**src/rtl/arbiter4_rr_if.sv**
```systemverilog
// arbiter4_rr_if: request/grant bundle between four requesters and the
// round-robin arbiter. The requester side (master) drives req/done; the
// arbiter side (slave) drives the one-hot grant, encoded index, valid and
// timeout pulse.
interface arbiter4_rr_if;
  logic [3:0] req;
  logic       done;
  logic [3:0] gnt;
  logic       o1;
  logic       o2;
  logic       v;
  logic       tout;

  modport master (
    output req,
    output done,
    input  gnt,
    input  o1,
    input  o2,
    input  v,
    input  tout
  );

  modport slave (
    input  req,
    input  done,
    output gnt,
    output o1,
    output o2,
    output v,
    output tout
  );
endinterface

```
**src/rtl/arbiter4_rr.sv**
```systemverilog
// arbiter4_rr: four-requester round-robin arbiter with grant hold.
// A holder keeps the grant until it pulses done or drops its request; on
// release the arbiter re-arbitrates at the same edge with the old holder
// masked, so handovers have no idle cycle. Priority pointer moves to the
// winner+1 after every grant. All outputs decode from registered state.
// Optional feature: define ARB_TIMEOUT_EN to add a hold counter that forces
// a release after MAX_HOLD consecutive grant cycles and pulses tout.
module arbiter4_rr #(
  parameter logic [7:0] MAX_HOLD = 8'd15
) (
  input  logic           clk,
  input  logic           rst_n,
  arbiter4_rr_if.slave   bus
);

  typedef enum logic {
    IDLE  = 1'b0,
    GRANT = 1'b1
  } state_t;

  state_t     state_reg, state_next;
  logic [1:0] ptr_reg, ptr_next;
  logic [1:0] h_reg, h_next;

  logic       rel_normal;
  logic       timeout_hit;
  logic       rel;
  logic [3:0] arb_req;
  logic       win_found;
  logic [1:0] win_idx;

`ifdef ARB_TIMEOUT_EN
  logic [7:0] cnt_reg, cnt_next;
  logic       tout_reg;

  // Forced release once the holder has used up its allowance without
  // releasing on its own; a voluntary release in the same cycle wins.
  always_comb begin
    timeout_hit = 1'b0;
    if (state_reg == GRANT && !rel_normal && cnt_reg == (MAX_HOLD - 8'd1))
      timeout_hit = 1'b1;
  end

  // Hold counter: cleared by each new grant, counts held cycles otherwise.
  always_comb begin
    cnt_next = cnt_reg;
    if (state_reg == IDLE && win_found)
      cnt_next = 8'd0;
    else if (state_reg == GRANT && rel && win_found)
      cnt_next = 8'd0;
    else if (state_reg == GRANT && !rel)
      cnt_next = cnt_reg + 8'd1;
    else if (state_next == IDLE)
      cnt_next = 8'd0;
  end

  // Counter and timeout pulse registers.
  always_ff @(posedge clk or negedge rst_n) begin
    if (!rst_n) begin
      cnt_reg  <= 8'd0;
      tout_reg <= 1'b0;
    end else begin
      cnt_reg  <= cnt_next;
      tout_reg <= timeout_hit;
    end
  end

  assign bus.tout = tout_reg;
`else
  // Without the timeout feature the parameter has no effect.
  logic unused_max_hold;
  assign unused_max_hold = ^MAX_HOLD;
  assign timeout_hit     = 1'b0;
  assign bus.tout        = 1'b0;
`endif

  // Release detection and request masking: the outgoing holder is excluded
  // from the decision made at its own release edge.
  always_comb begin
    rel_normal = 1'b0;
    arb_req    = bus.req;
    if (state_reg == GRANT) begin
      rel_normal      = bus.done | ~bus.req[h_reg];
      arb_req[h_reg]  = 1'b0;
    end
  end

  assign rel = rel_normal | timeout_hit;

  // Round-robin search: first asserted request scanning ptr, ptr+1, ...
  always_comb begin
    logic [1:0] idx;
    win_found = 1'b0;
    win_idx   = 2'd0;
    idx       = 2'd0;
    for (int i = 0; i < 4; i++) begin
      idx = ptr_reg + 2'(i);
      if (!win_found && arb_req[idx]) begin
        win_found = 1'b1;
        win_idx   = idx;
      end
    end
  end

  // Next-state logic: grant from IDLE, or hand over / go idle on release.
  always_comb begin
    state_next = state_reg;
    ptr_next   = ptr_reg;
    h_next     = h_reg;
    case (state_reg)
      IDLE: begin
        if (win_found) begin
          state_next = GRANT;
          h_next     = win_idx;
          ptr_next   = win_idx + 2'd1;
        end
      end
      GRANT: begin
        if (rel) begin
          if (win_found) begin
            h_next   = win_idx;
            ptr_next = win_idx + 2'd1;
          end else begin
            state_next = IDLE;
          end
        end
      end
      default: state_next = IDLE;
    endcase
  end

  // State, pointer and holder registers.
  always_ff @(posedge clk or negedge rst_n) begin
    if (!rst_n) begin
      state_reg <= IDLE;
      ptr_reg   <= 2'd0;
      h_reg     <= 2'd0;
    end else begin
      state_reg <= state_next;
      ptr_reg   <= ptr_next;
      h_reg     <= h_next;
    end
  end

  // Output decode from registered state only.
  assign bus.v  = (state_reg == GRANT);
  assign bus.o1 = bus.v & h_reg[1];
  assign bus.o2 = bus.v & h_reg[0];

  generate
    for (genvar gi = 0; gi < 4; gi++) begin : g_gnt
      assign bus.gnt[gi] = bus.v & (h_reg == 2'(gi));
    end
  endgenerate

endmodule

```
**src/flat_wrapper.sv**
```systemverilog
// flat-port wrapper written by rule: the top's interface ports become plain ports
module arbiter4_rr_flat 
#(
  parameter logic [7:0] MAX_HOLD = 8'd15
)
  (clk, rst_n, bus_req, bus_done, bus_gnt, bus_o1, bus_o2, bus_v, bus_tout);
  arbiter4_rr_if bus_i ();
  input  logic clk;
  input  logic rst_n;
  input wire logic [$bits(bus_i.req)-1:0] bus_req;
  input wire logic [$bits(bus_i.done)-1:0] bus_done;
  output wire logic [$bits(bus_i.gnt)-1:0] bus_gnt;
  output wire logic [$bits(bus_i.o1)-1:0] bus_o1;
  output wire logic [$bits(bus_i.o2)-1:0] bus_o2;
  output wire logic [$bits(bus_i.v)-1:0] bus_v;
  output wire logic [$bits(bus_i.tout)-1:0] bus_tout;
  assign bus_i.req = bus_req;
  assign bus_i.done = bus_done;
  assign bus_gnt = bus_i.gnt;
  assign bus_o1 = bus_i.o1;
  assign bus_o2 = bus_i.o2;
  assign bus_v = bus_i.v;
  assign bus_tout = bus_i.tout;
  arbiter4_rr #(.MAX_HOLD(MAX_HOLD)) u_core (.clk(clk), .rst_n(rst_n), .bus(bus_i));
endmodule
```
**config.mk**
```make
export PLATFORM = sky130hd
export DESIGN_NAME = arbiter4_rr_flat
export DESIGN_NICKNAME = d
export VERILOG_FILES = /design/src/rtl/arbiter4_rr_if.sv /design/src/rtl/arbiter4_rr.sv /design/src/flat_wrapper.sv
export SDC_FILE = /design/constraint.sdc
export NUM_CORES = 1
export LEC_CHECK = 0
export CAP_MARGIN = 20
export CORE_AREA = 2 2 39 41
export CTS_CLUSTER_DIAMETER = 200
export CTS_CLUSTER_SIZE = 10
export DETAILED_ROUTE_END_ITERATION = 12
export DIE_AREA = 0 0 41 43
export GPL_ROUTABILITY_DRIVEN = 0
export PLACE_DENSITY_LB_ADDON = 0.25
export SETUP_SLACK_MARGIN = 0.5
export SLEW_MARGIN = 15
export SYNTH_ARGS = -nofsm -noshare
export SYNTH_HDL_FRONTEND = slang
export SYNTH_SLANG_ARGS = --single-unit
```
**constraint.sdc**
```tcl
create_clock -name clk -period 2.05 [get_ports clk]
set_input_delay 0.205 -clock clk [delete_from_list [all_inputs] [get_ports clk]]
set_output_delay 0.205 -clock clk [all_outputs]
set_load 0.1 [all_outputs]
```
### Yosys cells after proc, flatten, opt, wreduce, memory -nomap -nowiden

Cells that the tools add are included.

* register bits after elaboration: 5
* input port bits: 7
* output and inout port bits: 8
* word-level logic and storage cells: 67

* $add $sub $neg: 4
* order comparisons: 6
* eq/ne operators: 4
* mux-type cells: 31
* bitwise operators: 11
* reductions and logical operators: 8

Operators with widths (count)
* 2-to-1 mux 2 bit: 8
* < comparator 2 x 3 -> 1 bit, second input constant: 5
* 2-to-1 mux 1 bit: 13
* binary-select mux 1 bit (select 2 bit): 5
* case mux 2 bit (2 select lines): 2
* bitwise AND 1 bit: 6
* adder 2 x 1 -> 2 bit, second input constant: 2
* adder 2 bit, second input constant: 2
* bitwise AND 4 bit: 1
* equality test 2 bit, second input constant: 2
* logical AND 1 bit: 4
* 2-to-1 mux 4 bit: 1
* NOT 4 bit: 1
* logical NOT 1 bit: 3
* demux 1 bit (select 2 bit): 1
* equality test 2 x 1 -> 1 bit, second input constant: 1
* greater-or-equal comparator 2 x 1 -> 1 bit, second input constant: 1
* logical NOT 2 bit: 1
* != test 2 bit, second input constant: 1
* NOT 1 bit: 2
* case mux 1 bit (2 select lines): 1
* bitwise OR 1 bit: 1

### Logic depth before layout (Yosys ltp)

* depth after elaboration: 23
* mapped depth: 7
* depth with buffers taken out: 6

### Least setup slack after synthesis

Ideal clock, no wire load.

* kind: flip-flop to output port
* from: register u_core.state_reg, in the netlist u_core.bus.v
* to: output port bus_gnt[2]
* arrival: 2.622 ns
* required time: 1.845 ns
* slack: -0.777 ns
* cell stages (with the launch flop): 4
* buffers on the path: 1
* cell sequence: dfrtp_1 -> buf_2 -> nand2_1 -> nor2_1

* longest elaborated chain between the ends: 1

RTL lines
* start, declared: RTL line arbiter4_rr.sv:21 `state_t state_reg, state_next;`
* start signal, assigned: RTL line arbiter4_rr.sv:139 `state_reg <= state_next;`
* bitwise AND 1 bit: RTL line arbiter4_rr.sv:152 `assign bus.gnt[gi] = bus.v & (h_reg == 2'(gi));`
* end, declared: RTL line flat_wrapper.sv:12 `output wire logic [$bits(bus_i.gnt)-1:0] bus_gnt;`

Every way passes these cells.

### Final worst setup path

* from: register u_core.h_reg[0]
* to: register u_core.ptr_reg[1]

* longest elaborated chain between the ends: 23
* elaborated cells between the ends (all ways): 40
* classes of those cells: add/sub: 1; order compare: 2; eq/ne: 1; mux: 25; bitwise: 4; reduce/logical: 7

RTL lines
* start, declared: RTL line arbiter4_rr.sv:23 `logic [1:0] h_reg, h_next;`
* start signal, assigned: RTL line arbiter4_rr.sv:141 `h_reg <= h_next;`
* < comparator 2 x 3 -> 1 bit (not written as such) / greater-or-equal comparator 2 x 1 -> 1 bit (equally long branches): RTL line arbiter4_rr.sv:84 `arb_req[h_reg] = 1'b0;`
* logical AND 1 bit (not written as such): RTL line arbiter4_rr.sv:84
* 2-to-1 mux 1 bit (not written as such): RTL line arbiter4_rr.sv:84
* demux 1 bit (select 2 bit)
* NOT 4 bit (no line)
* bitwise AND 4 bit (no line)
* 2-to-1 mux 4 bit: RTL line arbiter4_rr.sv:82 `if (state_reg == GRANT) begin`
* binary-select mux 1 bit (select 2 bit): RTL line arbiter4_rr.sv:98 `if (!win_found && arb_req[idx]) begin`
* [... 7 more ...]
* 2-to-1 mux 1 bit: RTL line arbiter4_rr.sv:98
* logical NOT 1 bit: RTL line arbiter4_rr.sv:98
* logical AND 1 bit: RTL line arbiter4_rr.sv:98
* 2-to-1 mux 2 bit: RTL line arbiter4_rr.sv:98
* adder 2 x 1 -> 2 bit: RTL line arbiter4_rr.sv:115, arbiter4_rr.sv:122
* 2-to-1 mux 2 bit: RTL line arbiter4_rr.sv:112, arbiter4_rr.sv:120
* 2-to-1 mux 2 bit: RTL line arbiter4_rr.sv:119 `if (rel) begin`
* case mux 2 bit (2 select lines): RTL line arbiter4_rr.sv:110 `case (state_reg)`
* end signal, assigned: RTL line arbiter4_rr.sv:140 `ptr_reg <= ptr_next;`
* end, declared: RTL line arbiter4_rr.sv:22 `logic [1:0] ptr_reg, ptr_next;`

Parallel ways exist; a longest one is shown, timed or not. The select of a mux whose other input is x is not followed.
A chain may end at the register's enable or synchronous reset.

==> flow_summary.toml <==
[setup_path]
startpoint_type = "flip-flop"
cp.required_ns = 2.17
r2r-start = "u_core.h_reg[0]"
crit_type = "reg2reg"
reg2reg_slack_ns = 0.14
ff2ff_path_depth = 7
cp_max_fo = 7
arrival_ns = 2.02
timing.rr.end = "u_core.ptr_reg[1]"
endpoint_kind = "flip-flop"

[cells_and_area]
n_fill_cell = 112
fin_util = 0.663
fin_nets = 91
diodes = 0
stdcell_area_um2 = 917
syn_to_final_growth_pct = 59.0
multi_input_area_um2 = 447
ff_latch_area_um2 = 131
drive_above_1_share = 0.542

[global_routing]
grt_pass1_vias = 510
grt_usage = 0.170
grt_max_degree = 10
grt_first_pass_wirelength_um = 2040
grt_overflow_total = 0
antenna_found_initial = 0

[timing]
setup_viol = 0
fin_skew_ns = 0.00620
whs_ns = 0.176
report.final.slew_viol_count = 0
rsz0062_at_grt = "yes"
fin_crit_sh = 0.929
worst_slack_ns = 0.145
timing_hold_violations_final = 0
fmax_mhz = 525
period_minus_slack_ns = 1.91

[cts]
cts_buffers = 3
clk_pin_slew_worst_paths_ns = 0.05
cts.sinks = 5
cts_max_level = 1
clock_latency_ns = 0.24
clockBufferDepth = 2
cts_tree = "yes"
cts-root-buf = "clkbuf_4"
ctsHoldBuffers = 0

[floorplanning]
die-area_um2 = 1760
die_w_um = 41
core_um2 = 1380
io_pins = 15
die-height_um = 43
num_rows = 14
start_util = 0.417

[place]
port_buffers = 13
dpl.hpwl_um = 988
dpl_cell_area_um2 = 812
post-place-ws_ns = -0.000579

[logic_synthesis]
synth-seq-area-share = 0.217
ys_warn_count = 0
synth_seq_cells = 5
synth_area_um2 = 577
synth_area_leaders = "dfrtp_1 22%, mux2_2 7.8%, a31oi_4 7.4%, mux2i_1 6.9%, mux4_1 4.6%"
yosysTopAreaCell = "dfrtp_1"
synth_common_cells = "5 x dfrtp_1, 5 x inv_1, 4 x mux2_2, 4 x mux2i_1, 4 x nor2_1"
avgSynthCellArea_um2 = 9.78
synth_cell_types = 34
syn_nets = 66
netlist_instances = 59
synthArstFlopShare = 1.00
synth.top_cell.area_share = 0.217
synthFlopType = "dfrtp_1"
synth-edff-count = 0

[route]
via_count = 544
drt_iter0_markers = 20
routed_wl_um = 1390
wl_per_cell_um = 14.0
ant_nets = 0
detail_route.first_pass.iterations = 4
drc = 0
via_per_inst = 5.49

[worst_hold_path]
holdCritPathClass = "in2async"

[job]
cap_viol_max_count = 0

[status]
status = "finished, final reports clean"
[critical path: stages (launching register included)]
cell,delay [ns]
dfrtp_2,0.46
xnor2_4,0.31
a31oi_4,0.18
buf_4,0.18
a22oi_2,0.16
o211ai_2,0.11
xnor2_1,0.13
mux2_2,0.25
[cells by family (layout without fill, tap and decap cells)]
family	after synthesis	after routing	synth area share
DFF	5	5	0.217
xor gates and xnor gates	2	2	0.0434
and+or+nand+nor	16	16	0.145
muxes	9	9	0.193
AOI/OAI and AO/OA	17	17	0.302
buffers and inverters	9	33	0.0933
other	1	1	0.00650
[cell usage in the layout, fill, tap and decap left out, types with 2 or more instances in the layout]
| master | count |
|---|---|
| mux2_2 | 4 |
| and2_4 | 2 |
| dfrtp_2 | 2 |
| a31oi_4 | 2 |
| buf_12 | 6 |
| clkbuf_4 | 3 |
| o211ai_1 | 3 |
| nor2_1 | 2 |
| nor2_4 | 2 |
| dfrtp_1 | 2 |
| nor3_1 | 3 |
| inv_1 | 5 |
| mux2i_1 | 4 |
| buf_4 | 11 |
| clkdlybuf4s50_1 | 6 |
[routing by layer]
metal | track usage | share of wire | vias up
li1 | - | - | 271
met3 | 0.0628 | 0.058 | 0
met1 | 0.205 | 0.45 | 250
met2 | 0.269 | 0.49 | 23
met4 | 0.0533 | 0 | 0
met5 | 0 | 0 | -
[layout make-up]
cell class                      count  area share
Inverter                            5      0.0205
Sequential cell                     5       0.143
Multi-Input combinational cell     45       0.487
Tap cell                           16      0.0218
Clock buffer                        4      0.0286
Timing Repair Buffer               24       0.299
[through the flow]
| step | TNS [ns] | instances |
|---|---|---|
| global route | 0 | 99 |
| CTS | 0 | 95 |
| finish | 0 | 99 |
| global placement | 0 | 86 |
| floorplan | 0 | 59 |
| detailed placement | -0.000579 | 86 |
[worst max path at each step]
stage | from | to | cells after the start
after floorplan | u_core.bus.v | u_core.ptr_reg[1] | 6
after global placement | bus_req[3] | u_core.ptr_reg[1] | 7
after detailed placement | bus_req[3] | u_core.ptr_reg[1] | 7
after CTS | u_core.ptr_reg[0] | u_core.ptr_reg[1] | 6
after global routing | u_core.ptr_reg[0] | u_core.ptr_reg[1] | 6
final | u_core.h_reg[0] | u_core.ptr_reg[1] | 7
[repair_timing]
action / CTS / global route
resized for setup: 4 / 0
pin swaps: 4 / 4
setup buffers: 5 / 4
setup endpoints to repair: 8 / 5
Power is left out: the tool's default activity adds up to more than one toggle a clock period on the data nets, which glitch-free logic cannot reach.
